### src/rtl/inst_fetch.sv
// Instruction-fetch front end: drives the combinational ROM from the PC, buffers
// fetched words (or fault markers) in a small FIFO and hands them to decode.
module inst_fetch #(
    parameter logic [31:0] RESET_PC = 32'h0000_0000,
    parameter int unsigned DEPTH    = 2
) (
    input  logic        clk,
    input  logic        reset,
    output logic [31:0] rom_addr,
    input  logic [31:0] rom_data,
    input  logic        rom_accessable,
    input  logic        redirect_valid,
    input  logic [31:0] redirect_pc,
    output logic        out_valid,
    input  logic        out_ready,
    output logic [31:0] out_inst,
    output logic [31:0] out_pc,
    output logic        out_fault,
    output logic        fetch_halted
);

    localparam int unsigned PTR_W = (DEPTH > 1) ? $clog2(DEPTH) : 1;
    localparam int unsigned CNT_W = PTR_W + 1;

    typedef struct packed {
        logic [31:0] pc;
        logic [31:0] inst;
        logic        fault;
    } fetch_entry_t;

    logic [31:0]      pc_q, pc_d;
    logic             halted_q, halted_d;
    logic [PTR_W-1:0] wr_ptr_q, wr_ptr_d;
    logic [PTR_W-1:0] rd_ptr_q, rd_ptr_d;
    logic [CNT_W-1:0] count_q, count_d;
    logic             out_valid_d;
    fetch_entry_t     out_entry_q, out_entry_d;
    fetch_entry_t     new_entry;
    fetch_entry_t     mem_q [DEPTH];
    logic             full;
    logic             pop;
    logic             push;

    assign rom_addr     = pc_q;
    assign out_inst     = out_entry_q.inst;
    assign out_pc       = out_entry_q.pc;
    assign out_fault    = out_entry_q.fault;
    assign fetch_halted = halted_q;

    // Next-state: redirect flushes everything; otherwise fetch whenever a slot frees up.
    always_comb begin
        pc_d        = pc_q;
        halted_d    = halted_q;
        wr_ptr_d    = wr_ptr_q;
        rd_ptr_d    = rd_ptr_q;
        count_d     = count_q;
        out_valid_d = out_valid;
        out_entry_d = out_entry_q;

        full            = (count_q == CNT_W'(DEPTH));
        pop             = out_valid & out_ready;
        push            = !redirect_valid & !halted_q & (!full | pop);
        new_entry.pc    = pc_q;
        new_entry.inst  = rom_accessable ? rom_data : 32'h0;
        new_entry.fault = !rom_accessable;

        if (redirect_valid) begin
            pc_d        = redirect_pc;
            halted_d    = 1'b0;
            wr_ptr_d    = '0;
            rd_ptr_d    = '0;
            count_d     = '0;
            out_valid_d = 1'b0;
        end else begin
            if (push) begin
                wr_ptr_d = wr_ptr_q + PTR_W'(1);
                if (new_entry.fault) begin
                    halted_d = 1'b1;
                end else begin
                    pc_d = pc_q + 32'd4;
                end
            end
            if (pop) begin
                rd_ptr_d = rd_ptr_q + PTR_W'(1);
            end
            count_d     = count_q + CNT_W'(push) - CNT_W'(pop);
            out_valid_d = (count_d != '0);
            // Head comes from the bypassed new entry when the buffer would otherwise be empty.
            if (count_d != '0) begin
                out_entry_d = (count_q == CNT_W'(pop)) ? new_entry : mem_q[rd_ptr_d];
            end
        end
    end

    always_ff @(posedge clk or negedge reset) begin
        if (!reset) begin
            pc_q        <= RESET_PC;
            halted_q    <= 1'b0;
            wr_ptr_q    <= '0;
            rd_ptr_q    <= '0;
            count_q     <= '0;
            out_valid   <= 1'b0;
            out_entry_q <= '0;
        end else begin
            pc_q        <= pc_d;
            halted_q    <= halted_d;
            wr_ptr_q    <= wr_ptr_d;
            rd_ptr_q    <= rd_ptr_d;
            count_q     <= count_d;
            out_valid   <= out_valid_d;
            out_entry_q <= out_entry_d;
        end
    end

    // Storage array needs no reset; validity is tracked by the pointers and count.
    always_ff @(posedge clk) begin
        if (push) begin
            mem_q[wr_ptr_q] <= new_entry;
        end
    end

endmodule

### config.mk
export PLATFORM = sky130hd
export DESIGN_NAME = inst_fetch
export DESIGN_NICKNAME = d
export VERILOG_FILES = /design/src/rtl/inst_fetch.sv
export SDC_FILE = /design/constraint.sdc
export NUM_CORES = 1
export LEC_CHECK = 0
export ABC_AREA = 1
export CORE_MARGIN = 1.5
export CORE_UTILIZATION = 37
export DETAILED_ROUTE_END_ITERATION = 10
export PLACE_DENSITY_LB_ADDON = 0.08
export SYNTH_ARGS = -nofsm -noshare
export SYNTH_HDL_FRONTEND = slang
export SYNTH_SLANG_ARGS = --single-unit
### constraint.sdc
create_clock -name clk -period 5 [get_ports clk]
set_input_delay 0.75 -clock clk [delete_from_list [all_inputs] [get_ports clk]]
set_output_delay 0.75 -clock clk [all_outputs]
set_load 0.02 [all_outputs]
==> out/results.ini <==
[setup_path]
arrival_ps=3830
ff2ff_path_depth=13
path_max_fanout=34
endpoint_kind=register
regToRegSetupSlack_ps=1970
start_kind=primary input
r2r-start=out_valid$_DFF_PN0_
crit_type=primary input to register
r2r-end=out_pc[18]$_DFFE_PN0P_
cp.required_ps=5450

[route]
drt_wl_total_mm=30.3
drc_errors=0
dr.pass1.iters=5
wl_met3_mm=1.38
drt_iter0_drc=538
top_layer_used=met4
ant_nets=0
drt-met1-wl_mm=13.8
post_drt_wl_per_cell_um=17.1
wl_met2_mm=14.5
vias_per_cell=4.82
vias=8573

[synth]
synth.area.top_cells=edfxtp_1 35%, dfrtp_1 23%, nand2_1 16%
syn_area_per_cell_um2=8.77
synth_top_area_cell=edfxtp_1
synth.top_cell.area_share_pct=35.4
syn_nets=1328
synth.yosys.seq_area_share_pct=58.8
synthCells=1256
syn_area_um2=11000
synth_seq_cells=233
ys_warn_count=0
synthDistinctLibCells=30

[placement]
io_buffers=167
gp_congestion=0.815
dp_hpwl_mm=18.8
place_area_um2=12800
dp_cells=1729

[floorplan]
ios=168
std_cell_rows=62
die_x_um=176
initial_core_util_pct=38.0
coreArea_um2=29000
die_area_um2=30800
die_h_um=176

[global_routing]
overflow=0
grt_pass1_vias=8362
grt_max_degree=67
grt_pass1_wl_mm=48.1
grt_usage_pct=19.9
antenna_found_initial=0

[final_layout]
antenna_cells=0
drive_gt1_share_pct=5.81
finalNonFillerCells=1777
fin_area_um2=13600
layout.nets=1445
multiInputGateArea_um2=3620
fin_util_pct=46.8
regArea_um2=6480
fillCellCount=2873
synthToLayoutAreaGrowth_pct=23.1

[sta]
finalSetupViolations=0
finalHoldViolations=0
fin_tns_setup_ps=0
worst_slew_margin_rel_pct=43.0
fin_worst_skew_ps=21.5
drv_slew=0
worst-slew-pin-transition_ps=855
layout_min_cycle_time_ps=3380
rsz0062_at_grt=false
fmax_mhz=296
fin_crit_sh_pct=67.6

[clock_network]
cts_buffers=26
cts_setup_buffers=0
clkTransAtPathRegs_ps=60
clockBufferDepth=3
cts_resized=0
cts.sinks=233
htreeDepth=1
ctsHoldBuffers=0
clock_latency_ps=530
cts_tree=built
cts-root-buf=clkbuf_16

[hold_path]
min_path_type=primary input to asynchronous set/reset pin

[power_and_ir_drop]
ir_drop_v=0.000374
total_leakage_power_nw=6.05
power_density_nw_per_um2=608

[flow_run]
maxCapViolCount=0

[run_status]
status=finished clean

[synth_stat cells]
| master | instances |
|---|---|
| nor2_2 | 4 |
| buf_2 | 38 |
| inv_2 | 3 |
| o21bai_1 | 1 |
| and2_1 | 1 |
| xor2_1 | 8 |
| inv_1 | 102 |
| nor2_1 | 70 |
| dfrtp_1 | 103 |
| o211ai_1 | 2 |
| clkbuf_1 | 20 |
| nand3_2 | 2 |
| edfxtp_1 | 130 |
| nand2_2 | 1 |
| a21oi_1 | 7 |
| or2_1 | 1 |
| buf_6 | 2 |
| xor2_4 | 1 |
| nand4_1 | 3 |
| buf_4 | 36 |
| or2_2 | 9 |
| o21ai_1 | 2 |
| nand2_1 | 459 |
| nand2_4 | 1 |
| xnor2_1 | 2 |
| ha_1 | 3 |
| nand3_1 | 189 |
| nor3_1 | 1 |
| o21ai_0 | 54 |
| o21ai_2 | 1 |
[placed cells by master (no fill, tap or decap), types with 2 or more instances in the layout]
master / synthesis / layout
a21oi_1: 7 / 7
buf_4: 36 / 18
clkbuf_1: 20 / 12
clkbuf_16: 0 / 27
clkbuf_8: 0 / 2
clkdlybuf4s50_1: 0 / 165
clkinv_1: 0 / 2
clkinv_2: 0 / 5
dfrtp_1: 103 / 103
edfxtp_1: 130 / 130
ha_1: 3 / 3
inv_1: 102 / 102
inv_2: 3 / 3
nand2_1: 459 / 456
nand2_2: 1 / 4
nand3_1: 189 / 189
nand4_1: 3 / 3
nor2_1: 70 / 68
nor2_2: 4 / 4
nor2_4: 0 / 2
o211ai_1: 2 / 2
o21ai_0: 54 / 54
o21ai_1: 2 / 2
or2_2: 9 / 9
xnor2_1: 2 / 2
xor2_1: 8 / 8
[final cells by class]
cell class	instances	share of cell area [%]
Sequential cell	233	47.8
Tap cell	384	3.54
Inverter	105	2.91
Multi-Input combinational cell	822	26.7
Clock inverter	7	0.240
Clock buffer	41	5.52
Timing Repair Buffer	185	13.4
[metal layers]
metal / GRT usage [%] / vias to the layer above
met2: 33.3 / 229
li1: - / 4253
met5: 0 / -
met1: 27.5 / 4056
met3: 2.62 / 35
met4: 4.42 / 0
[worst max-delay path, stage by stage]
cell             delay [ps]
clkdlybuf4s50_1         550
nand2_4                 110
nand2_1                 120
nand3_2                 160
ha_1                    330
inv_1                    40
ha_1                    160
inv_1                    60
or2_1                   130
nand3_4                  70
nand2_2                 600
buf_4                   510
nand3_1                 130
nand2_1                  80
[cell families (layout without fill, tap and decap cells)]
| kind of cell | Yosys count | count (layout) | share of synthesized area, % |
|---|---|---|---|
| xor gates and xnor gates | 11 | 11 | 1.04 |
| and+or+nand+nor | 741 | 741 | 28.0 |
| DFF | 233 | 233 | 58.8 |
| adders and majority gates | 3 | 3 | 0.341 |
| AOI/OAI and AO/OA | 67 | 67 | 3.15 |
| buffers and inverters | 201 | 338 | 8.64 |
[how the worst max path moves through the flow]
stage	start	endpoint	slack (ps)	cells past startpoint
2_1_floorplan	out_ready	mem_q[0][0]$_DFFE_PP_	730	4
3_3_place_gp	out_ready	out_pc[21]$_DFFE_PN0P_	1090	14
3_5_place_dp	out_ready	out_pc[26]$_DFFE_PN0P_	1040	14
4_1_cts	out_ready	out_pc[19]$_DFFE_PN0P_	1580	14
5_1_grt	out_ready	out_pc[15]$_DFFE_PN0P_	1350	14
6_report	out_ready	out_pc[18]$_DFFE_PN0P_	1620	14
[report_power, final]
part / switching [mW] / internal [mW] / total (mW)
clock: 0.754 / 1.02 / 1.78
sequential: 0.345 / 2.62 / 2.97
combinational: 2.26 / 1.24 / 3.51
[state kept, by name, indices dropped and copies added (netlist names)]
name,cells
count_q,2
fetch_halted,1
mem_q,130
out_fault,1
out_inst,32
out_pc,32
out_valid,1
rd_ptr_q,1
rom_addr,32
wr_ptr_q,1
[per-stage QoR]
stage          setup WS [ps]  hold WS, ps  total power, mW
2_1_floorplan            731          454             5.22
3_3_place_gp            1090          490             6.53
3_5_place_dp            1040          496             6.57
4_1_cts                 1580          159             8.37
5_1_grt                 1350          171             8.84
6_report                1620          159             8.25
No activity file was read; power rests on OpenSTA's default activity.
